<file path="src/rtl/decoder_scan_n_pkg.sv">
// Shared definitions for the one-hot select decoder: run-time modes,
// dwell counter width and the decoded output width.
package decoder_scan_n_pkg;

   typedef enum logic [1:0] {
      MODE_DIRECT = 2'b00,
      MODE_SCAN   = 2'b01,
      MODE_PULSE  = 2'b10,
      MODE_IDLE   = 2'b11
   } mode_e;

   localparam int CNT_W = 8;

   function automatic int onehot_w(input int in_w);
      return 1 << in_w;
   endfunction

endpackage

</file>
<file path="src/rtl/decoder_scan_n_onehot.sv">
// Combinational IN_W -> 2^IN_W one-hot decoder with enable (active-high bits).
module decoder_scan_n_onehot
   import decoder_scan_n_pkg::*;
#(
   parameter int IN_W = 2
) (
   input  logic                         en,
   input  logic [IN_W-1:0]              sel,
   output logic [onehot_w(IN_W)-1:0]    dec
);

   always_comb begin
      dec = '0;
      if (en) dec[sel] = 1'b1;
   end

endmodule

</file>
<file path="src/rtl/decoder_scan_n.sv">
// Registered one-hot select decoder with DIRECT, self-timed SCAN and timed
// PULSE modes; all outputs come straight from flops.
module decoder_scan_n
   import decoder_scan_n_pkg::*;
#(
   parameter int IN_W       = 2,
   parameter int DWELL      = 4,
   parameter bit ACTIVE_LOW = 1'b0
) (
   input  logic                         clk,
   input  logic                         rst_n,
   input  logic                         en,
   input  logic [1:0]                   mode,
   input  logic [IN_W-1:0]              in,
   input  logic                         load,
   output logic [onehot_w(IN_W)-1:0]    out,
   output logic [IN_W-1:0]              idx,
   output logic                         wrap,
   output logic                         busy
);

   localparam int               OUT_W      = onehot_w(IN_W);
   localparam logic [CNT_W-1:0] DWELL_LAST = CNT_W'(DWELL - 1);
   localparam logic [OUT_W-1:0] INACTIVE   = ACTIVE_LOW ? '1 : '0;

   logic [1:0]       mode_q, mode_d;
   logic [CNT_W-1:0] cnt, cnt_d;
   logic [IN_W-1:0]  idx_d, sel_d;
   logic             busy_d, wrap_d, drive_d;
   logic [OUT_W-1:0] dec;

   // mode_q only tracks mode while enabled, so a change made during en=0
   // is applied on the first enabled edge.
   always_comb begin
      mode_d  = mode_q;
      cnt_d   = cnt;
      idx_d   = idx;
      busy_d  = busy;
      wrap_d  = 1'b0;
      drive_d = 1'b0;
      sel_d   = idx;
      if (en) begin
         mode_d = mode;
         if (mode != mode_q) begin
            cnt_d  = '0;
            idx_d  = '0;
            busy_d = 1'b0;
            if (mode == MODE_DIRECT) begin
               idx_d   = in;
               sel_d   = in;
               drive_d = 1'b1;
            end else if (mode == MODE_SCAN) begin
               sel_d   = '0;
               drive_d = 1'b1;
            end
         end else begin
            case (mode)
               MODE_DIRECT: begin
                  idx_d   = in;
                  sel_d   = in;
                  drive_d = 1'b1;
               end
               MODE_SCAN: begin
                  if (cnt == DWELL_LAST) begin
                     cnt_d  = '0;
                     idx_d  = idx + 1'b1;
                     wrap_d = (idx == '1);
                  end else begin
                     cnt_d = cnt + 1'b1;
                  end
                  sel_d   = idx_d;
                  drive_d = 1'b1;
               end
               MODE_PULSE: begin
                  // busy is the registered value, so a load on the falling edge is ignored
                  if (busy) begin
                     if (cnt == DWELL_LAST) begin
                        busy_d = 1'b0;
                        cnt_d  = '0;
                        idx_d  = '0;
                     end else begin
                        cnt_d   = cnt + 1'b1;
                        drive_d = 1'b1;
                     end
                  end else if (load) begin
                     busy_d  = 1'b1;
                     cnt_d   = '0;
                     idx_d   = in;
                     sel_d   = in;
                     drive_d = 1'b1;
                  end else begin
                     idx_d = '0;
                  end
               end
               default: begin
                  cnt_d  = '0;
                  idx_d  = '0;
                  busy_d = 1'b0;
               end
            endcase
         end
      end
   end

   decoder_scan_n_onehot #(.IN_W(IN_W)) u_onehot (
      .en  (drive_d),
      .sel (sel_d),
      .dec (dec)
   );

   always_ff @(posedge clk) begin
      if (!rst_n) begin
         mode_q <= MODE_IDLE;
         cnt    <= '0;
         idx    <= '0;
         busy   <= 1'b0;
         wrap   <= 1'b0;
         out    <= INACTIVE;
      end else begin
         mode_q <= mode_d;
         cnt    <= cnt_d;
         idx    <= idx_d;
         busy   <= busy_d;
         wrap   <= wrap_d;
         out    <= dec ^ {OUT_W{ACTIVE_LOW}};
      end
   end

endmodule
</file>
<file path="config.mk">
export PLATFORM = sky130hd
export DESIGN_NAME = decoder_scan_n
export DESIGN_NICKNAME = d
export VERILOG_FILES = /design/src/rtl/decoder_scan_n_pkg.sv /design/src/rtl/decoder_scan_n_onehot.sv /design/src/rtl/decoder_scan_n.sv
export SDC_FILE = /design/constraint.sdc
export NUM_CORES = 1
export LEC_CHECK = 0
export CAP_MARGIN = 25
export CORE_ASPECT_RATIO = 1.25
export CORE_MARGIN = 3
export CORE_UTILIZATION = 58
export DETAILED_ROUTE_END_ITERATION = 10
export PLACE_DENSITY = 0.94
export SETUP_SLACK_MARGIN = 0.1
export SYNTH_ARGS = -nofsm -noshare
export SYNTH_HDL_FRONTEND = slang
export SYNTH_SLANG_ARGS = --single-unit
export TNS_END_PERCENT = 10
</file>
<file path="constraint.sdc">
create_clock -name clk -period 3.6 [get_ports clk]
set_input_delay 0.36 -clock clk [delete_from_list [all_inputs] [get_ports clk]]
set_output_delay 0.36 -clock clk [all_outputs]
set_load 0.01 [all_outputs]
</file>
### Word level (Yosys, flattened, before mapping)

Cells that the tools add are included.

| cells by class | value |
|---|---|
| add/sub/neg operators | 2 |
| $lt $le $gt $ge | 2 |
| equality and inequality tests | 9 |
| multiplexer cells | 31 |
| bitwise operators | 4 |
| reduce and logical (&&, ||, !) cells | 8 |

Operator list:

| kind | number |
|---|---|
| 8-bit 2-to-1 mux | 4 |
| 2-bit 2-to-1 mux | 12 |
| 8-bit case mux with 3 select lines | 1 |
| 2-bit case mux with 3 select lines | 2 |
| 1-bit 2-to-1 mux | 9 |
| 8-bit by 1-bit adder with 8-bit output, second input constant | 1 |
| 8-bit by 2-bit equality test with 1-bit output, second input constant | 1 |
| 4-bit != test, second input constant | 2 |
| 2-bit AND reduction | 3 |
| 5-bit OR reduction | 1 |
| 2-bit equality test, second input constant | 2 |
| 1-bit inverter | 4 |
| 1-bit case mux with 2 select lines | 2 |
| 2-bit by 3-bit < comparator with 1-bit output, second input constant | 1 |
| 3-bit AND reduction | 1 |
| 2-bit by 1-bit adder with 2-bit output, second input constant | 1 |
| 1-bit demux with 2-bit select | 1 |
| 2-bit by 1-bit equality test with 1-bit output, second input constant | 1 |
| 2-bit by 1-bit greater-or-equal comparator with 1-bit output, second input constant | 1 |
| 2-bit logical NOT | 1 |
| 2-bit by 1-bit != test with 1-bit output, second input constant | 1 |
| 2-bit != test | 1 |
| 2-bit != test, second input constant | 1 |
| 2-bit OR reduction | 1 |
| 1-bit logical AND | 1 |

| storage, ports and cells | value |
|---|---|
| register bits | 18 |
| bits of input ports | 8 |
| word-level logic and storage cells | 62 |

### Longest topological paths before layout

Gate-level depths: netlist (run 1).

| depth | value |
|---|---|
| depth after elaboration | 9 |
| depth in mapped cells | 7 |
| mapped depth without buffers | 7 |

### Modules after synthesis

Synthesis (run 1) repeated with hierarchy kept, for this count alone.

| second synthesis, totals | value |
|---|---|
| cells, all modules | 135 |
| area total of the unflattened synthesis | 1,158.6 µm² |

Modules (own cells, without submodules):

| module | times used | cells an instance | area each (µm²) |
|---|---|---|---|
| decoder_scan_n | 1 | 131 | 1,121.1 |
| decoder_scan_n_onehot | 1 | 4 | 37.5 |

### Least setup slack after synthesis (run 1)

Ideal clock, no wire load.

| timing path | value |
|---|---|
| path type | input -> register |
| from | in mode[0] |
| to | reg cnt[0] |
| library setup time | 0.125 ns |
| arrival | 1.668 ns |
| required time | 3.475 ns |
| path slack | 1.807 ns |
| stages | 7 |
| path buffers | 0 |
| cells stage by stage | inv_1 > ha_1 > nor3b_1 > o211ai_1 > nand2_2 > o21ai_2 > nor2_1 |

| between the ends | value |
|---|---|
| longest elaborated chain between the ends | 3 |
| elaborated cells on any way between the ends | 9 |
| those cells by class | eq/ne (5); mux (2); reduce/logical (2) |

RTL lines:

| element | line | text |
|---|---|---|
| from (decl) | decoder_scan_n.sv:13 | `input logic [1:0] mode,` |
| 2-bit != test, or another cell as far along | decoder_scan_n.sv:44 | `if (mode != mode_q) begin` |
| 4-bit != test (no source line), or another cell as far along | - |  |
| 3-bit AND reduction (no source line) / 8-bit 2-to-1 mux (equally long branches) | - |  |
| to (signal assigned) | decoder_scan_n.sv:121 | `cnt <= cnt_d;` |
| to (decl) | decoder_scan_n.sv:27 | `logic [CNT_W-1:0] cnt, cnt_d;` |

Several ways; a longest one is shown, not always the timed one.
A chain may end at the register's enable or synchronous reset.

### Worst setup path in the final report (run 1)

| timing path | value |
|---|---|
| from | in mode[0] |
| to | reg cnt[4] |

Same word-level chain as after synthesis.

==> summary.txt, run 1 <==
Power and ir drop
  • Peak supply drop: ~0.00024 V
  • Sw power: between 0.0001 and 0.00015 W
  • Switching Share: 28.5%
  • P_leak: 0.528 nW
  • Clock power frac: about 30%
  • Logic pwr share: 19.7%
  • Power Density: approximately 300 nW/µm²
  • Internal power: between 0.0002 and 0.0003 W
  • Sequential share of power: between 40 and 50%

Cells and area
  • Fraction of layout cells with a size suffix above 1: 10.9%
  • Area growth syn-to-layout: 16.8%
  • # fillers: approximately 140
  • Final cell count without fillers: approximately 180
  • # diodes: 0
  • Final Util: 74.7%
  • Final net count: about 170

Worst setup path
  • CP peak stage delay: slightly below 0.6 ns
  • Data arrival, critical path: 2.67 ns
  • Slowest cell on the critical path: clkdlybuf4s50_1
  • Critical path cell sequence: clkdlybuf4s50_1 -> inv_1 -> ha_1 -> nor3b_1 -> o211ai_1 -> nand2_2 -> o21ai_2 -> nor2_1
  • R2R cell count: 6
  • Worst endpoint required time: between 3 and 4 ns
  • Setup crit start kind: input pin
  • CP Class: in2reg
  • Crit Path Max Fanout: 8
  • Worst setup EP type: flop

CTS
  • Max clock buf depth: 2
  • Clock transition at path regs: 0.11 ns
  • Setup bufs post-CTS: 0
  • Num Clock Sinks: 18
  • Clk root buf: clkbuf_4
  • Hold_buf cts: 0
  • Num CTS Buffers: 3
  • CTS tree: built
  • Clk Latency, worst-skew pair: 0.30 ns
  • CTS H-Tree Depth: 1
  • PostCTS Resize Cnt: 0

Timing
  • Final Max Tran Viols: 0
  • Worst Tran Pin Value: roughly 0.70 ns
  • Fmax: between 400 and 500 MHz
  • RSZ-0062 raised after global routing: no
  • Period utilisation layout: 69.0%
  • Rel. slew slack: 53.3%
  • Sum Neg Setup Slack: 0 ns
  • Setup violators final: 0
  • Tmin final: roughly 2.5 ns
  • Final hold violations: 0
  • Skew final: roughly 0.0037 ns

Synthesis
  • Post-synth cell types: 46
  • Register area share after synthesis: about 30%
  • Syn nets: 154
  • Yosys warnings: 0
  • Gate Count Post-Synth: 140
  • Top FF cell, synth: dfxtp_1
  • Post-synth ARST share: 0%
  • Post-Syn Area: around 1200 µm²
  • #FFs+latches synth: 18
  • Avg Inst Size Synth: around 8.5 µm²
  • Post-synth EDFFs: 0

Detailed routing
  • DR DRC count: 0
  • Met2 WL post-DR: approximately 1.5 mm
  • Drt total wl: 2.84 mm
  • Via/cell ratio: about 6.6
  • Met3 wire length: 153 µm
  • Drt wl/cell: ~16 µm
  • Routed via count: between 1000 and 1500
  • Drt first pass iters: 4
  • Top routing layer in use: met4
  • Post-DRT Antenna Nets: 0
  • Initial drt markers: 22
  • Wl on met1: 1.09 mm

Placement
  • Input/output buffers: 15
  • DP Cell Count: approximately 170
  • DP Wirelength: between 2 and 2.5 mm
  • Routability cong.: roughly 0.9

Floorplan
  • Die extent in x: roughly 46 µm
  • Initial Utilization: 64.0%
  • Die Ht: around 57 µm
  • FP Rows: 17
  • Core area: roughly 1900 µm²
  • I/O pin count: 16
  • Die ar.: 2620 µm²

Global route
  • Tot GR Track Use: 24.4%
  • GRT overflow: 0
  • First-pass GRT wire length: ~4.8 mm
  • Antenna violations before repair: 0
  • Vias in the first global route: roughly 1100
  • Largest net degree at the start of global routing: 19

Outcome
  • Outcome: complete, no violations

Min path
  • Worst Hold Depth: 2
  • Worst hold path type: reg2reg

Run
  • Max_cap viols: 0
## placed cells by master, fill, tap and decap left out, types with 5 or more instances in the layout
master / Yosys / final
dfxtp_1: 18 / 18
nor3_1: 5 / 5
nand3_1: 11 / 11
nand2_1: 12 / 12
clkdlybuf4s50_1: 0 / 15
ha_1: 6 / 6
a21oi_1: 9 / 9
nor2_1: 13 / 13
xor2_1: 7 / 7
inv_1: 6 / 6
## worst paths after layout
path              slack (ns)     from  endpoint
setup / recovery        1.12  mode[0]    cnt[4]
hold / removal          0.53   cnt[1]    cnt[1]
hold reg to reg         0.53   cnt[1]    cnt[1]
setup reg to reg        1.58   cnt[0]    out[3]
## cells in the mapped netlist (3+ instances only)
master	n	area share [%]
ha_1	6	6.3
inv_1	6	1.9
a32o_1	3	2.5
nor3_1	5	2.1
and3_1	3	1.6
nor2b_1	3	1.6
nor2_1	13	4.1
xor2_1	7	5.2
a21oi_1	9	3.8
dfxtp_1	18	30
clkbuf_1	3	0.95
nand3_1	11	4.7
o21ai_0	3	1.3
nand2_1	12	3.8
## registers in the layout, indices dropped and copies added, names as in the netlist
signal,cells
busy,1
idx,2
wrap,1
out,4
cnt,8
mode_q,2
## kinds of logic (layout without fill, tap and decap cells)
group	Yosys count	in the layout	share of synthesized area [%]
AOI/OAI and AO/OA	34	34	21.9
xor gates and xnor gates	9	9	7.93
adders and majority gates	6	6	6.34
buffers and inverters	9	25	2.85
DFF	18	18	30.4
muxes	2	2	1.69
and+or+nand+nor	62	62	28.9
## cell type report
cell class / count / area (µm²) / share of cell area (%)
tap: 19 / 23.8 / 1.72
timing repair buffer: 15 / 150 / 10.9
multi-input combinational: 113 / 790 / 57.1
clock buffer: 4 / 36.3 / 2.62
inverter: 6 / 22.5 / 1.63
sequential: 18 / 360 / 26.1
## metrics by stage
stage               worst slack (ns)  total power (W)  area, µm²  hold slack, ns
finish                          1.12         0.000419       1380           0.529
detailed placement             0.839         0.000293       1350           0.497
floorplan                       1.81         0.000267       1180           0.474
global route                   0.901         0.000439       1380           0.558
CTS                             1.12         0.000417       1380           0.524
global placement                1.01         0.000289       1350           0.491
## power groups by stage
| stage | clock (W) | sequential, W | combinational [W] |
|---|---|---|---|
| 3_3_place_gp | 0 | 0.000212 | 0.0000774 |
| 6_report | 0.000128 | 0.000208 | 0.0000826 |
| 2_1_floorplan | 0 | 0.000212 | 0.0000553 |
| 4_1_cts | 0.000127 | 0.000208 | 0.0000814 |
| 3_5_place_dp | 0 | 0.000213 | 0.0000807 |
| 5_1_grt | 0.000141 | 0.000209 | 0.0000901 |
## worst max-delay path: cells and delay by family
family | cells | cell delay (ns)
fa+ha+maj | 1 | 0.26
compound gates | 2 | 0.92
simple gates | 3 | 0.43
buf+inv | 2 | 0.69
## per-layer routing
layer  GRT usage (%)  vias up
li1                -      545
met1            28.7      537
met2            39.8       55
met3            4.49       15
met4            13.0        0
met5               0        -
Power figures use the tool's default switching activity.
==> inputs of run 2 (changes only) <==
Settings changed: CORE_UTILIZATION 58 to 54, PLACE_DENSITY 0.94 to 0.89.
Clock period 3.6 ns to 2.5 ns, I/O delays scaled along.
==> summary.txt, run 2 (same netlist as run 1, synthesis figures left out) <==
Power and ir drop
  • Peak supply drop: 0.000318 V (+30%)
  • P_leak: 0.542 nW (+2.7%)
  • Power Density: 424 nW/µm² (+40%)
  • Final Power: 0.000596 W (+42%)

Detailed routing
  • Drt total wl: 2.79 mm (-1.9%)
  • Via/cell ratio: 6.36 (-3.4%)
  • DR DRC count: 0 (unchanged)
  • Drt wl/cell: 15.6 µm (-4.1%)
  • Routed via count: 1138 (-1.2%)
  • Initial drt markers: 50 (+130%)
  • Drt first pass iters: 4 (unchanged)
  • Post-DRT Antenna Nets: 0 (unchanged)

Global route
  • Vias in the first global route: 1100 (+0.92%)
  • GRT overflow: 0 (unchanged)
  • Tot GR Track Use: 23.5% (-0.90 points)
  • Largest net degree at the start of global routing: 15 (-4)
  • First-pass GRT wire length: 4.77 mm (-0.29%)
  • Antenna violations before repair: 0 (unchanged)

Cells and area
  • Largest registers: cnt (8), out (4)
  • # diodes: 0 (unchanged)
  • Final net count: 174 (+1.8%)
  • Fraction of layout cells with a size suffix above 1: 12.6% (+1.7 points)
  • Final cell count without fillers: 179 (+2.3%)
  • Area growth syn-to-layout: 18.8%
  • Most common cell after layout, fill and taps aside: dfxtp_1
  • Most frequent cells in the layout: 18 x dfxtp_1, 15 x clkdlybuf4s50_1, 13 x nor2_1, 12 x nand2_1, 11 x nand3_1
  • Number of flip-flops in the largest register: 8 (unchanged)
  • Register with the highest flop count: cnt

Timing
  • Tmin final: around 2.1 ns
  • Skew final: 0.000817 ns (-0.00292 ns)
  • RSZ-0062 raised after global routing: no
  • Worst Tran Pin Value: 0.448 ns (-0.250 ns)
  • Final Max Tran Viols: 0 (unchanged)
  • Setup violators final: 0 (unchanged)
  • Final hold violations: 0 (unchanged)
  • Sum Neg Setup Slack: 0 ns (unchanged)
  • Final WS setup: 0.354 ns (-0.763 ns)
  • Rel. slew slack: 69.9% (+17 points)
  • Period utilisation layout: a little under nine tenths
  • Fmax: between 400 and 500 MHz

CTS
  • Num CTS Buffers: 3 (unchanged)
  • Setup bufs post-CTS: 0 (unchanged)
  • PostCTS Resize Cnt: 0 (unchanged)
  • CTS tree: built
  • Num Clock Sinks: 18 (unchanged)
  • Clock transition at path regs: 0.10 ns (about the same)
  • CTS H-Tree Depth: 1 (unchanged)
  • Clk Latency, worst-skew pair: 0.28 ns (-0.02 ns)
  • Clk root buf: clkbuf_4
  • Hold_buf cts: 0 (unchanged)
  • Max clock buf depth: 2 (unchanged)

Worst setup path
  • Critical path buffer and inverter count: 2 (unchanged)
  • Worst setup EP type: flop
  • Worst endpoint required time: 2.71 ns (-1.08 ns)
  • FF-to-FF setup slack: 0.54 ns (-1.04 ns)
  • Data arrival, critical path: 2.36 ns (-0.31 ns)
  • Crit Path Max Fanout: 7 (-1)
  • Slowest cell on the critical path: clkdlybuf4s50_1
  • Critical path cell sequence: clkdlybuf4s50_1 -> inv_1 -> ha_1 -> or2_2 -> a21oi_1 -> o21ai_0 -> a32o_1 -> nor3_1
  • CP Class: in2reg
  • Setup crit start kind: input pin
  • CP peak stage delay: 0.61 ns (+0.02 ns)
  • Delay-heaviest family, CP: buffers and inverters

Run
  • Max_cap viols: 0 (unchanged)

Placement
  • Worst slack, placed: 0.0744 ns (-0.765 ns)
  • DP Cell Count: 175 (+2.3%)
  • DP Wirelength: 2.11 mm (+2.1%)
  • Input/output buffers: 15 (unchanged)
  • Routability cong.: 0.960 (+5.5%)

Floorplan
  • Die extent in x: 47.9 µm (+3.2%)
  • Initial Utilization: 58.4% (-5.6 points)
  • Die Ht: 58.3 µm (+3.3%)
  • Die ar.: 2790 µm² (+6.5%)
  • FP Rows: 18 (+1)
  • I/O pin count: 16 (unchanged)
  • Core area: 2030 µm² (+9.5%)

Outcome
  • Outcome: complete, no violations

Min path
  • Worst hold path type: reg2reg
[run 2: stage by stage]
step / utilization [%] / instance area [µm²] / hold slack, ns
finish: 69.4 / 1410 / 0.547
global route: 69.4 / 1410 / 0.566
CTS: 69.4 / 1410 / 0.540
detailed placement: 67.6 / 1370 / 0.524
global placement: 67.6 / 1370 / 0.502
floorplan: - / 1180 / 0.379
[run 2: worst paths after layout]
path,from,to,depth (start not counted)
max,mode[0],out[3],8
min reg2reg,cnt[1],cnt[1],2
max reg2reg,cnt[0],out[3],6
min,cnt[1],cnt[1],2
[run 2: layer usage]
metal | wire (µm) | track usage [%] | share of wire [%]
met3 | 185 | 4.59 | 6.6
met1 | 1090 | 27.0 | 39
met5 | 0 | 0 | 0
met2 | 1450 | 39.1 | 52
met4 | 65 | 12.7 | 2.3
[run 2: cell type report]
type,count,area (µm²)
multi-input combinational,113,790
inverter,6,22.5
clock buffer,4,36.3
timing repair buffer,18,173
sequential,18,360
fill,168,621
tap,20,25.0
[run 2: worst min-delay path, cell delays in order, from the launching register on]
cell     delay [ns]
dfxtp_1        0.36
nand2_1        0.08
a21oi_1        0.06
[run 2: power by group]
part	internal (W)	total, W	switching, W
registers	0.000293	0.000299	0.00000663
logic	0.0000526	0.000123	0.0000702
clock network	0.0000886	0.000174	0.0000856
